$ cat src/rtl/matmul_host_sequencer.sv
// rtl/matmul_host_sequencer.sv - loads 8 operand bytes into a 2x2 multiplier and streams out the 4 results
// Optional: MATMUL_SEQ_CHECKSUM_EN appends a fifth XOR-checksum word to each result set.
module matmul_host_sequencer #(
  parameter int DATA_W   = 8,
  parameter int RESULT_W = 2*DATA_W+1
) (
  input  logic                clk,
  input  logic                reset,
  input  logic                in_valid,
  output logic                in_ready,
  input  logic [DATA_W-1:0]   in_data,
  output logic                out_valid,
  input  logic                out_ready,
  output logic [RESULT_W-1:0] out_data,
  output logic                out_last,
  output logic                busy,
  output logic [2:0]          mm_sel_in,
  output logic [DATA_W-1:0]   mm_input_val,
  output logic                mm_execute,
  output logic [1:0]          mm_sel_out,
  input  logic [RESULT_W-1:0] mm_result
);

`ifdef MATMUL_SEQ_CHECKSUM_EN
  typedef enum logic [2:0] {S_LOAD, S_SETTLE, S_CAPTURE, S_PRESENT, S_CHECK} state_t;
  logic [RESULT_W-1:0] r_csum;
`else
  typedef enum logic [1:0] {S_LOAD, S_SETTLE, S_CAPTURE, S_PRESENT} state_t;
`endif

  state_t              r_state;
  logic [2:0]          r_idx;
  logic [1:0]          r_k;
  logic                r_in_ready;
  logic                r_out_valid;
  logic [RESULT_W-1:0] r_out_data;
  logic                r_out_last;
  logic                r_busy;
  logic [2:0]          r_mm_sel_in;
  logic [DATA_W-1:0]   r_mm_input_val;
  logic                r_mm_execute;
  logic [1:0]          r_mm_sel_out;
  logic                w_in_fire;
  logic                w_out_fire;

  assign w_in_fire  = in_valid && r_in_ready;
  assign w_out_fire = r_out_valid && out_ready;

  always_ff @(posedge clk or negedge reset) begin
    if (!reset) begin
      r_state        <= S_LOAD;
      r_idx          <= 3'd0;
      r_k            <= 2'd0;
      r_in_ready     <= 1'b1;
      r_out_valid    <= 1'b0;
      r_out_data     <= '0;
      r_out_last     <= 1'b0;
      r_busy         <= 1'b0;
      r_mm_sel_in    <= 3'd0;
      r_mm_input_val <= '0;
      r_mm_execute   <= 1'b0;
      r_mm_sel_out   <= 2'd0;
`ifdef MATMUL_SEQ_CHECKSUM_EN
      r_csum         <= '0;
`endif
    end else begin
      case (r_state)
        S_LOAD: begin
          // Operand regs only move on an accepted byte, so the multiplier's
          // continuous writes while execute=0 just repeat the same value.
          if (w_in_fire) begin
            r_mm_sel_in    <= r_idx;
            r_mm_input_val <= in_data;
            r_idx          <= r_idx + 3'd1;
            r_busy         <= 1'b1;
            if (r_idx == 3'd7) begin
              r_in_ready <= 1'b0;
              r_state    <= S_SETTLE;
`ifdef MATMUL_SEQ_CHECKSUM_EN
              r_csum     <= '0;
`endif
            end
          end
        end
        S_SETTLE: begin
          r_mm_execute <= 1'b1;
          r_mm_sel_out <= 2'd0;
          r_k          <= 2'd0;
          r_state      <= S_CAPTURE;
        end
        S_CAPTURE: begin
          r_out_data  <= mm_result;
          r_out_valid <= 1'b1;
`ifdef MATMUL_SEQ_CHECKSUM_EN
          r_out_last  <= 1'b0;
          r_csum      <= r_csum ^ mm_result;
`else
          r_out_last  <= (r_k == 2'd3);
`endif
          r_state     <= S_PRESENT;
        end
        S_PRESENT: begin
          if (w_out_fire) begin
            r_out_valid <= 1'b0;
            r_out_last  <= 1'b0;
            if (r_k != 2'd3) begin
              r_k          <= r_k + 2'd1;
              r_mm_sel_out <= r_k + 2'd1;
              r_state      <= S_CAPTURE;
            end else begin
              r_mm_execute <= 1'b0;
              r_idx        <= 3'd0;
`ifdef MATMUL_SEQ_CHECKSUM_EN
              r_out_valid  <= 1'b1;
              r_out_data   <= r_csum;
              r_out_last   <= 1'b1;
              r_state      <= S_CHECK;
`else
              r_in_ready   <= 1'b1;
              r_busy       <= 1'b0;
              r_state      <= S_LOAD;
`endif
            end
          end
        end
`ifdef MATMUL_SEQ_CHECKSUM_EN
        S_CHECK: begin
          if (w_out_fire) begin
            r_out_valid <= 1'b0;
            r_out_last  <= 1'b0;
            r_in_ready  <= 1'b1;
            r_busy      <= 1'b0;
            r_state     <= S_LOAD;
          end
        end
`endif
        default: r_state <= S_LOAD;
      endcase
    end
  end

  assign in_ready     = r_in_ready;
  assign out_valid    = r_out_valid;
  assign out_data     = r_out_data;
  assign out_last     = r_out_last;
  assign busy         = r_busy;
  assign mm_sel_in    = r_mm_sel_in;
  assign mm_input_val = r_mm_input_val;
  assign mm_execute   = r_mm_execute;
  assign mm_sel_out   = r_mm_sel_out;

endmodule

$ cat config.mk
export PLATFORM = sky130hd
export DESIGN_NAME = matmul_host_sequencer
export DESIGN_NICKNAME = d
export VERILOG_FILES = /design/src/rtl/matmul_host_sequencer.sv
export SDC_FILE = /design/constraint.sdc
export NUM_CORES = 1
export LEC_CHECK = 0
export CORE_ASPECT_RATIO = 0.8
export CORE_MARGIN = 2
export CORE_UTILIZATION = 39
export CTS_CLUSTER_DIAMETER = 100
export DETAILED_ROUTE_END_ITERATION = 6
export GPL_TIMING_DRIVEN = 1
export PLACE_DENSITY = 0.75
export SLEW_MARGIN = 30
export SYNTH_ARGS = -nofsm -noshare
export SYNTH_HDL_FRONTEND = slang
export SYNTH_SLANG_ARGS = --single-unit
$ cat constraint.sdc
create_clock -name clk -period 1.4 [get_ports clk]
set_input_delay 0.42 -clock clk [delete_from_list [all_inputs] [get_ports clk]]
set_output_delay 0.42 -clock clk [all_outputs]
set_load 0.01 [all_outputs]
# After elaboration in Yosys (flattened, before gate mapping)
# Index checks and enable logic that the tools add are counted.
[word_totals]
memories = 0
mem_bits_rw = 0
register_bits = 40
romBits = 0
out_inout_bits = 35
latchBits = 0
[classes]
div_mod_pow = 0
order_cmp = 0
bitwise_logic = 0
shift = 0
addsub = 2
multipliers = 0
eq_ne = 11
mux = 25
reduce_logical = 13
[ops]
columns = ["op", "n"]
rows = [
  ["2-to-1 mux 2 bit", 6],
  ["!= test 2 bit, second input constant", 6],
  ["case mux 1 bit (2 select lines)", 5],
  ["2-to-1 mux 3 bit", 3],
  ["AND reduction 3 bit", 3],
  ["2-to-1 mux 1 bit", 8],
  ["case mux 2 bit (4 select lines)", 1],
  ["equality test 2 bit, second input constant", 3],
  ["case mux 3 bit (2 select lines)", 1],
  ["nonzero test 2 bit", 3],
  ["AND reduction 5 bit", 1],
  ["case mux 2 bit (2 select lines)", 1],
  ["AND reduction 2 bit", 2],
  ["AND reduction 4 bit", 1],
  ["adder 3 x 1 -> 3 bit, second input constant", 1],
  ["equality test 3 bit, second input constant", 1],
  ["adder 2 x 1 -> 2 bit, second input constant", 1],
  ["equality test 2 x 1 -> 1 bit, second input constant", 1],
  ["logical AND 1 bit", 2],
  ["zero test 2 bit", 1],
]

# Longest topological paths before layout
# Gate-level depths: netlist of run 1.
[logic_depth]
depth_word = 4
mapped_depth = 6

# Worst setup path after synthesis of run 1
# No wires, ideal clock.
[synth_path]
path_type = "reg2reg"
start = "reg r_in_ready (netlist: in_ready)"
end = "reg r_mm_input_val[4] (netlist: mm_input_val[4])"
path_stages_with_launch = 5
arrival_time_ps = 1421
path_buffers = 2
path_slack_ps = -146
path_cell_list = "dfstp_2 -> nor4bb_4 -> buf_6 -> buf_12 -> mux2_4"
[synth_between]
elab_chain_len = 2
[synth_rtl]
columns = ["item", "line", "source"]
rows = [
  ["start: declaration", "34", "logic r_in_ready;"],
  ["start signal: assignment", "54", "r_in_ready <= 1'b1;"],
  ["start signal: assignment", "77", "r_in_ready <= 1'b0;"],
  ["start signal: assignment", "119", "r_in_ready <= 1'b1;"],
  ["logical AND 1 bit", "46", "assign w_in_fire = in_valid && r_in_ready;"],
  ["AND reduction 2 bit (no line)", "--", ""],
  ["end signal: assignment", "73", "r_mm_input_val <= in_data;"],
  ["end: declaration", "40", "logic [DATA_W-1:0] r_mm_input_val;"],
]
# Every way passes these cells.
# A chain may end at the register's enable or synchronous reset.

# Final worst setup path of run 1
[layout_path]
start = "reg r_in_ready (netlist: in_ready)"
end = "reg r_mm_input_val[5] (netlist: mm_input_val[5])"
# The elaborated chain is that of the path after synthesis.

==> qor.yml, run 1 <==
synthesis:
  netlist_instances: 113
  syn_nets: 145
  synth_edf_count: 0
  synth_cell_type_count: 28
  syn_avg_cell_area_um2: 14.68
  yosys_warnings: 0
  yosysSeqAreaShare_pct: 60.41
  synth-seq-cells: 40
  netlist_area_mm2: 0.001659
  ys.flop_type: "dfrtp_1"
  synthArstFlopShare_pct: 100.0
setup_path:
  ff2ff_path_depth: 4
  crit_arrival_ps: 1690
  timing.rr.end: "mm_input_val[5]"
  worstPathRequired_ps: 1560
  slowest_stage: "dfstp_2"
  path_buf_inv: 2
  cp-start-kind: "flop"
  critPathMaxFanout: 7
  end_kind: "flop"
  rrSetupSlack_ps: -130
  cpPeakStageDelay_ps: 560
  cp_cell_sequence: "nor4bb_4 > buf_4 > clkbuf_16 > mux2_4"
  worstReg2RegStart: "in_ready"
  critPathKind: "flop to flop"
  crit_family: "flip-flops"
outcome:
  status: "finished with violations"
  violations: "negative setup slack"
route:
  drc: 0
  firstDrtPassIters: 4
  wl_um: 3730
  detail-route-antenna-nets: 0
  route.vias.total: 1210
  drt-initial-drc-count: 43
  via_per_inst: 4.727
  wl_per_cell_um: 14.57
die:
  dieArea_mm2: 0.004795
  core_area_mm2: 0.004125
  die_w_um: 76.92
  io_pins: 64
  row_count: 21
  die_h_um: 62.34
  initial_core_util_pct: 40.22
timing:
  final.min_clock_period_ps: 1528
  drv_slew: 0
  finalSetupViolations: 15
  hold_viol_final: 0
  holdWs_ps: 47.15
  rsz0062_at_grt: "yes"
  tightest_slew_ps: 386.5
  fin_skew_ps: 9.582
  clock.fmax_mhz: 654.4
  finalCritPeriodShare_pct: 109.2
  relSlewSlack_pct: 74.23
  finalWorstSetupSlack_ps: -128.2
place:
  place.gp.congestion: 0.7228
  portBuffers: 63
  dp_hpwl_um: 2693
  preCtsSetupSlack_ps: -551.0
cts:
  clock-sinks: 40
  cts_tree: "built"
  clkSlewWorstSetupHoldPaths_ps: 80
  htree_levels: 2
  clk-insertion-delay-late_ps: 280
  numCtsBuffers: 5
  clockBufferDepth: 2
  cts-root-buf: "clkbuf_8"
pwr:
  swShare_pct: 20.33
  clockPowerShare_pct: 36.2
  power.density_mw_per_mm2: 761.7
  finalPower_mw: 1.983
  switchingPower_mw: 0.4032
  p_seq_share_pct: 58.2
  combPwrFrac_pct: 5.5
  ir_drop_uv: 601.6
  intPower_mw: 1.580
  p_leak_nw: 1.347
run:
  maxCapViolations: 0
global_routing:
  grt_pass1_vias: 1289
  grt_first_pass_wirelength_um: 6161
  globalRouteTotalUtil_pct: 16.37
  antenna_found_initial: 0
  grt_overflow: 0
  grt_max_degree: 26
layout:
  syn2layout_area_growth_pct: 56.94
  final_cell_mix: "dfrtp_1 (39), clkdlybuf4s50_1 (26), clkdlybuf4s15_1 (19)"
  fillers: 322
  drive_above_1_share_pct: 32.16
  fin_nets: 230
  n_antenna_cell: 0
  final_common_cell: "dfrtp_1"
min_path:
  holdCritPathClass: "input pin to asynchronous set/reset pin"
==> flip-flops by register name, summed over array words and instances, names as in the netlist <==
name	cells
out_data	17
mm_input_val	8
mm_sel_in	3
r_idx	3
mm_sel_out	2
r_state	2
busy	1
in_ready	1
mm_execute	1
out_last	1
out_valid	1
==> synth_stat cells, types with 2 or more instances <==
| cell type | count | area (µm²) |
|---|---|---|
| dfrtp_1 | 39 | 975.9 |
| mux2_2 | 24 | 270.3 |
| o21ai_0 | 8 | 40.04 |
| nand2_1 | 6 | 22.52 |
| mux2_4 | 4 | 60.06 |
| buf_6 | 3 | 33.78 |
| ha_1 | 3 | 37.54 |
| nand2b_1 | 3 | 18.77 |
| nand3_1 | 3 | 15.01 |
| inv_1 | 2 | 7.510 |
==> power by group through the flow <==
stage                     clock, mW  sequential [mW]  combinational [mW]
after floorplan                   0             1.18             0.00269
after global placement            0             1.18               0.108
after detailed placement          0             1.18               0.112
after CTS                     0.730             1.15               0.113
after global routing          0.782             1.15               0.120
final                         0.718             1.15               0.110
==> cell families after synthesis <==
logic type                 count (synthesis)  synth area share [%]
muxes                                     28                 19.91
and+or+nand+nor                           18                 7.013
AOI/OAI and AO/OA                         16                 6.034
buffers and inverters                      8                 4.374
DFF                                       40                 60.41
adders and majority gates                  3                 2.263
==> timing repair <==
| item | 4_1_cts | 5_1_grt |
|---|---|---|
| setup buffers | 3 | 4 |
| resized for setup | 45 | 30 |
| hold buffers | 0 | 0 |
| gates cloned | 1 | 0 |
| setup endpoints to repair | 49 | 49 |
| pin swaps | 1 | 4 |
==> worst reg2reg max path, delay by kind of cell (launching register included) <==
kind	cells	cell delay, ps
buffers and inverters	2	310
DFF	1	560
muxes	1	290
and+or+nand+nor	1	240
==> final cells by class <==
type	instances	area, µm²	area share (%)
flip-flops and latches	40	1002	38.49
repair buffers	83	808.3	31.04
multi-input cells	65	629.4	24.17
clock buffers	7	76.32	2.931
well taps	57	71.32	2.739
inverters	3	11.26	0.4325
clock inverters	1	5.005	0.1922
==> how the worst max path moves through the flow <==
stage | start | endpoint | slack, ps | depth (start not counted)
2_1_floorplan | r_state[0] | mm_input_val[4] | -60 | 5
3_3_place_gp | in_valid | mm_input_val[3] | -480 | 4
3_5_place_dp | in_valid | mm_input_val[7] | -550 | 4
4_1_cts | in_ready | mm_input_val[4] | -200 | 3
5_1_grt | in_ready | mm_input_val[4] | -150 | 4
6_report | in_ready | mm_input_val[5] | -130 | 4
==> routing by layer <==
metal	track usage [%]	up-vias	part of all wire, %
met2	29.28	26	53
met1	19.02	607	42
li1	-	570	-
met3	3.924	7	3.1
met4	6.136	0	1.7
met5	0	-	0
==> stage by stage <==
stage / utilization [%] / instances / setup TNS (ps) / cell area, µm²
3_3_place_gp: 58.90 / 241 / -7231 / 2430
5_1_grt: 63.12 / 256 / -1771 / 2604
2_1_floorplan: - / 113 / -252.3 / 1659
6_report: 63.12 / 256 / -1228 / 2604
3_5_place_dp: 58.90 / 241 / -8617 / 2430
4_1_cts: 61.84 / 253 / -2666 / 2551
(Power assumes the default switching activity.)
==> inputs of run 2 (changes only) <==
- CORE_UTILIZATION: 39 -> 43
- PLACE_DENSITY: 0.75 -> 0.79
- clock period: 1.4 -> 1.55 ns (I/O delays scaled with it)
==> run 2 against run 1 <==
  * The run still ends with negative setup slack left
  * Routed wire length decreased by 7.9%
  * Power decreased by 7.1%
  * Register-to-register slack improved by 120 ps
  * Sequential power decreased by 9.6%
  * Critical path depth unchanged
  * Fmax decreased by 1.8%
  * Clock skew decreased by 2.6 ps
  * Critical path type unchanged
  * Critical endpoint is now mm_input_val[4]
  * Largest power group unchanged
==> qor.yml, run 2 (synthesis gave the netlist of run 1 again) <==
layout:
  seq_area_mm2: 0.001002
  fin_area_mm2: 0.002487
  multiInputGateArea_um2: 588.1
  largest_reg_flops: 17
  fillers: 299
  syn2layout_area_growth_pct: 49.92
  fin_nets: 226
  fin_util_pct: 66.27
  drive_above_1_share_pct: 28.72
  final_common_cell: "dfrtp_1"
  n_antenna_cell: 0
  final_cell_mix: "dfrtp_1 (39), dlygate4sd2_1 (35), clkdlybuf4s50_1 (26)"
cts:
  numCtsBuffers: 5
  cts-root-buf: "clkbuf_8"
  clockBufferDepth: 2
  clock-sinks: 40
  htree_levels: 2
  cts_tree: "built"
  clkSlewWorstSetupHoldPaths_ps: 80
  clk-insertion-delay-late_ps: 290
min_path:
  holdCritPathClass: "input pin to asynchronous set/reset pin"
timing:
  holdWs_ps: 138.3
  rsz0062_at_grt: "yes"
  finalSetupViolations: 2
  relSlewSlack_pct: 67.20
  hold_viol_final: 0
  final.min_clock_period_ps: 1556
  finalWorstSetupSlack_ps: -5.591
  tightest_slew_ps: 491.9
  clock.fmax_mhz: 642.8
  fin_skew_ps: 7.018
  drv_slew: 0
  finalCritPeriodShare_pct: 100.4
outcome:
  status: "finished with violations"
  violations: "negative setup slack"
route:
  detail-route-antenna-nets: 0
  wl_um: 3437
  firstDrtPassIters: 4
  drt-initial-drc-count: 31
  via_per_inst: 5.100
  drc: 0
  route.vias.total: 1219
  wl_per_cell_um: 14.38
global_routing:
  antenna_found_initial: 0
  grt_max_degree: 22
  grt_pass1_vias: 1270
  globalRouteTotalUtil_pct: 17.18
  grt_overflow: 0
  grt_first_pass_wirelength_um: 5582
die:
  row_count: 20
  dieArea_mm2: 0.004374
  die_w_um: 73.45
  die_h_um: 59.56
  io_pins: 64
  core_area_mm2: 0.003754
  initial_core_util_pct: 44.20
place:
  place_area_mm2: 0.002391
  place.gp.congestion: 0.7584
  dp_hpwl_um: 2450
  portBuffers: 63
  preCtsSetupSlack_ps: -352.2
pwr:
  power.density_mw_per_mm2: 740.7
  finalPower_mw: 1.843
  ir_drop_uv: 628.4
  p_leak_nw: 1.369
setup_path:
  crit_arrival_ps: 1730
  critPathLaunch: "in_ready"
  critPathMaxFanout: 8
  critPathKind: "flop to flop"
  cp-start-kind: "flop"
  worstReg2RegStart: "in_ready"
  rrSetupSlack_ps: -6
  worstPathRequired_ps: 1720
  end_kind: "flop"
run:
  maxCapViolations: 0
==> run 2: cell count changes in the layout (fill, tap and decap cells not counted), sizes merged <==
cell,change
clkbuf,+1
clkdlybuf4s15,-19
buf,-4
dlymetal6s2s,-1
dlygate4sd2,+20
clkinv,-1
==> run 2: timing repair <==
item	in CTS	in global routing
cloned	1	1
setup endpoints to repair	47	14
setup buffers	3	2
pin swaps	1	0
hold buffers	0	0
resized for setup	39	4
==> run 2: final cells by class <==
class	instances	share of cell area (%)
multi-input cells	65	23.64
well taps	44	2.213
repair buffers	79	29.78
flip-flops and latches	40	40.29
inverters	3	0.4527
clock buffers	8	3.622
==> run 2: worst max-delay path, stage by stage, from the launching register on <==
cell and delay, ps:
dfstp_2 570, nor4bb_4 260, buf_4 180, clkbuf_16 140, mux2_4 290
==> run 2: where the power goes <==
group	total, mW	internal [mW]	switching [mW]
Combinational	0.100	0.0688	0.0315
Sequential	1.04	1.04	0
Clock	0.699	0.363	0.336
Total	1.84	1.47	0.368
==> run 2: final timing paths <==
kind                                   endpoint  depth (start not counted)
worst max-delay path            mm_input_val[4]                          4
max in group asynchronous       mm_input_val[4]                          2
worst max register to register  mm_input_val[4]                          4
min in group clk                    out_data[9]                          1
worst min-delay path            mm_input_val[7]                          1
worst min register to register      out_data[9]                          1
==> run 2: per-layer routing <==
metal	track usage (%)	share of wire [%]	routed length, µm	vias up
met5	0	0	0	-
met4	9.091	2.8	95	0
met3	3.912	4.2	145	11
met2	29.34	49	1691	47
met1	20.22	44	1504	599
li1	-	-	-	562
==> run 2: metrics by stage <==
step / std cells / setup TNS [ps]
final: 239 / -7.061
after global routing: 239 / -356.4
after CTS: 237 / -22.74
after detailed placement: 225 / -4722
after global placement: 225 / -3729
after floorplan: 113 / 0
==> inputs of run 3 (changes only) <==
- SLEW_MARGIN: 30 -> 20
==> results of run 3 <==
Final layout, timing and power as in run 2 (identical DEF).
==> RTL edit 1, RTL diff (settings of run 1) <==
The parameter `DATA_W` goes from 8 to 12.
--- a/src/rtl/matmul_host_sequencer.sv
+++ b/src/rtl/matmul_host_sequencer.sv
@@ -2,5 +2,5 @@
 // Optional: MATMUL_SEQ_CHECKSUM_EN appends a fifth XOR-checksum word to each result set.
 module matmul_host_sequencer #(
-  parameter int DATA_W   = 8,
+  parameter int DATA_W   = 12,
   parameter int RESULT_W = 2*DATA_W+1
 ) (
Ports: changed (resized in_data, mm_input_val, mm_result and out_data); port bits go from 64 to 88. No check against the original RTL was run, so the function may have changed too.
==> RTL edit 1 against run 1 <==
- the flow still finishes with violations (negative setup slack)
- sequential cell count grew 12
- largest power group unchanged
- cell area up 31%
- sequential power up 30%
- highest routed layer unchanged
- final cell count increased by 27%
- setup slack better by 0.079 ns
- power increased by 26%
- wire length increased by 32%
- area after synthesis rose by 28%
- critical path depth did not move
- via count grew 29%
==> RTL edit 1: results (changes against run 1) <==
| Metric | Value |
|---|---|
| Outcome | `finished with violations` |
| Violated checks | `negative setup slack` |
| Share of cells above drive strength 1 | `38.1% (+5.9 points)` |
| # port buffers | `87 (+38%)` |
| Drt wl/cell | `15.2 um (+4.1%)` |
| Fillers | `432 (+34%)` |
| Cell Area, Placed | `3180 um2 (+31%)` |
| Syn. warnings | `0 (unchanged)` |
| Compound-gate portion of the synthesized area | `4.70% (-1.3 points)` |
| Antenna violations before repair | `0 (unchanged)` |
| Largest net degree at the start of global routing | `53 (+100%)` |
| Post-Place Worst Slack | `-0.388 ns (+0.162 ns)` |
| Syn nets | `182 (+26%)` |
| Post-Synth Adder-Cell Area | `1.76% (-0.50 points)` |
| Multiplexer area fraction after synthesis | `23.6% (+3.7 points)` |
| Drt first-iter violations | `95 (+120%)` |
| Final WL | `4930 um (+32%)` |
| Sum Neg Setup Slack | `-0.315 ns (+0.913 ns)` |
| Worst slew pin tran | `0.282 ns (-0.105 ns)` |
| Syn avg cell area | `15.4 um2 (+5.2%)` |
| Global-route wire length before repair | `7890 um (+28%)` |
| Pleak | `1.69 nW (+26%)` |
| Final-report setup violation count | `10 (-5)` |
| Skew-Pair Late Insertion Delay | `0.30 ns (+0.02 ns)` |
| Clock skew | `0.00810 ns (-0.00148 ns)` |
| Register area share after synthesis | `61.1% (+0.72 points)` |
| H-tree level count | `2 (unchanged)` |
| Dpl hpwl | `3440 um (+28%)` |
| Number of flip-flops in the largest register | `25 (+8)` |
| Worst path slowest cell | `dfstp_2` |
| Area contributors post-synth | `dfrtp_1, mux2_2, mux2_4, ha_1, o21ai_0` |
| Final worst slack | `-0.0497 ns (+0.0785 ns)` |
| Worst vdd ir | `0.485 mV (-19%)` |
| CP Max Fanout | `4 (-3)` |
| Crit path max-delay family | `flip-flops` |
| Top cells by count, synth | `dfrtp_1, mux2_2, mux2_4, nand2_1, o21ai_0` |
| Synth cell types | `30 (+7.1%)` |
| GPL Wtd Cong | `0.770 (+6.5%)` |
| Number of global-route vias before repair | `1590 (+23%)` |
| Sw Ratio | `21.6% (+1.3 points)` |
| DR vias/cell | `4.81 (+1.7%)` |
[RTL edit 1: changes by cell type after synthesis, sizes merged]
cell    change
dfrtp      +12
buf         +1
and4bb      +1
mux2       +12
nor4bb      -1
[RTL edit 1: path summary, 6_finish.rpt]
check | endpoint | slack [ns]
setup / recovery | mm_input_val[0] | -0.05
hold / removal | mm_input_val[0] | 0.1
setup reg to reg | mm_input_val[0] | -0.05
hold reg to reg | mm_input_val[0] | 0.51
max in group asynchronous | in_ready | 1.02
min in group clk | mm_input_val[0] | 0.51
[RTL edit 1: power by group through the flow]
stage | sequential (mW) | combinational, mW | clock (mW)
5_1_grt | 1.50 | 0.164 | 0.951
3_5_place_dp | 1.53 | 0.153 | 0
3_3_place_gp | 1.53 | 0.152 | 0
2_1_floorplan | 1.53 | 0.00202 | 0
4_1_cts | 1.50 | 0.153 | 0.889
6_report | 1.50 | 0.149 | 0.849
[RTL edit 1: metal layers]
| metal | wire length (um) | global-route usage [%] |
|---|---|---|
| met1 | 2220 | 23.2 |
| met2 | 2550 | 27.1 |
| met4 | 31 | 4.69 |
| met3 | 130 | 2.60 |
| met5 | 0 | 0 |
[RTL edit 1: layout make-up]
cell class	instances	area, um2	share of cell area (%)
inverter	3	13.8	0.403
tap	65	81.3	2.38
clock inverter	3	21.3	0.622
multi-input combinational	77	787	23.0
timing repair buffer	120	1140	33.4
sequential	52	1300	38.1
clock buffer	5	68.8	2.01
[RTL edit 1: timing repair]
| item | in CTS | in global routing |
|---|---|---|
| gates resized for setup | 90 | 32 |
| hold buffers | 0 | 0 |
| endpoints found under the hold margin | 0 | 0 |
| pin swaps | 3 | 4 |
| buffers inserted | 10 | 6 |
| setup endpoints to repair | 63 | 49 |
| cloned | 1 | 1 |
==> RTL edit 2, RTL diff (flow settings as in run 1) <==
Without the edit above. Make the reset (`reset`) synchronous in one clocked block.
--- a/src/rtl/matmul_host_sequencer.sv
+++ b/src/rtl/matmul_host_sequencer.sv
@@ -47,5 +47,5 @@
   assign w_out_fire = r_out_valid && out_ready;
 
-  always_ff @(posedge clk or negedge reset) begin
+  always_ff @(posedge clk) begin
     if (!reset) begin
       r_state        <= S_LOAD;
Check against the original RTL: differs if reset is asserted again (counterexample within 4 cycles, from zero or initial values and one cycle with reset low); with reset held inactive, the same outputs for 10 cycles.
==> RTL edit 2 against run 1 <==
- area after synthesis shrank 1.5%
- die area shrank 1.4%
- largest cell class is now multi-input combinational cells
- global-route usage shrank 0.82 points
- count of clock-buffer cells in the layout grew 1
- via count grew 25%
- synthesized cell count grew 68%
- wire length is essentially flat
- first-iteration DRC count shrank 35%
- cell area shrank 2.5%
- worst hold slack gained 0.41 ns
- sequential cell count is the same
- critical endpoint is now mm_sel_out[0]
- setup slack gained 0.17 ns
Power is not compared: it rests on default switching activity, and its combinational part moved more than twofold at a synthesized area within 25%.
==> RTL edit 2: results (changes against run 1) <==
| Metric | Value |
|---|---|
| Multiplexer area fraction after synthesis | `0% (-20 points)` |
| Number of global-route vias before repair | `1350 (+4.7%)` |
| Global-route wire length before repair | `5870 um (-4.8%)` |
| Synth cell types | `34 (+21%)` |
| Routed via count | `1515 (+25%)` |
| Arrival time worst endpoint | `1.58 ns (-0.11 ns)` |
| Syn nets | `222 (+53%)` |
| Hold WC Path Type | `reg -> reg` |
| CP Max Fanout | `4 (-3)` |
| Top cells by count, synth | `nand2_1, dfxtp_1, a21boi_0, a21boi_1, o21ai_0` |
| Outcome | `completed` |
| Worst slew pin tran | `0.334 ns (-0.0527 ns)` |
| Final WL | `3730 um (about the same)` |
| Clock skew | `0.00943 ns (-0.000149 ns)` |
| Placed cell count | `312 (+29%)` |
| Dpl hpwl | `2670 um (-0.73%)` |
| Drt first-iter violations | `28 (-35%)` |
| Synth async-reset ratio | `0% (-100 points)` |
| DR vias/cell | `4.68 (-1.1%)` |
| Fillers | `385 (+20%)` |
| Crit. Startpoint | `mm_sel_out[0]` |
| Area contributors post-synth | `dfxtp_1, nand2_1, a21boi_0, a21boi_1, ha_1` |
| Post-Place Worst Slack | `-0.392 ns (+0.159 ns)` |
| Reg clk slew, reported paths | `0.07 ns` |
| Seq pwr share | `50.1%` |
| Nets@finish | `298 (+30%)` |
| Total Routing Usage GR | `15.5% (-0.82 points)` |
| Compound-gate portion of the synthesized area | `21.7% (+16 points)` |
| Post-Synth Adder-Cell Area | `2.30% (+0.035 points)` |
| Post-Syn Instances | `190 (+68%)` |
| Largest net degree at the start of global routing | `25 (-3.8%)` |
| Register area share after synthesis | `49.0% (-11 points)` |
| H-tree level count | `2 (unchanged)` |
| Share of cells above drive strength 1 | `16.9% (-15 points)` |
-- RTL edit 2: layout make-up --
| cell class | instances | area, um2 | share of cell area [%] |
|---|---|---|---|
| Timing Repair Buffer | 80 | 738 | 29.1 |
| Inverter | 2 | 10.0 | 0.394 |
| Tap cell | 57 | 71.3 | 2.81 |
| Clock buffer | 8 | 90.1 | 3.55 |
| Sequential cell | 40 | 813 | 32.0 |
| Multi-Input combinational cell | 137 | 816 | 32.1 |
-- RTL edit 2: timing repair --
action                     4_1_cts  5_1_grt
setup endpoints to repair       41        9
setup buffers                    0        4
gates resized for setup         42       18
pin swaps                        1        2
-- RTL edit 2: worst max-delay path, cell delays in order, from the launching register on --
cell and delay [ns]:
dfxtp_2 0.34, ha_2 0.19, buf_4 0.14, or3_4 0.36, o21ai_1 0.11, and3b_1 0.15
-- RTL edit 2: layer usage --
metal  global-route usage, %  wire [um]  share of wire [%]  vias to the layer above
li1                        -          -                  -                      781
met1                    19.7       1760                 47                      688
met2                    26.3       1740                 46                       46
met3                    6.21        239                6.4                        0
met4                    2.34          0                  0                        0
met5                       0          0                  0                        -
-- RTL edit 2: logic make-up after synthesis --
kind of cell	count (synthesis)
AO/OA/AOI/OAI	50
flip-flops	40
adder cells (fa/ha/maj)	3
AND/OR/NAND/NOR	84
buffers and inverters	13
-- RTL edit 2: worst paths after layout --
check	to	slack [ns]	cells after the start
max	mm_sel_out[0]	0.04	5
min	mm_input_val[6]	0.45	2
min reg2reg	mm_input_val[6]	0.45	2
max reg2reg	mm_sel_out[0]	0.04	5
-- RTL edit 2: through the flow --
step,cell area [um2],TNS [ns]
final,2540,0
after detailed placement,2390,-5.83
after floorplan,1630,0
after global placement,2390,-5.12
after global routing,2540,0
after CTS,2460,0
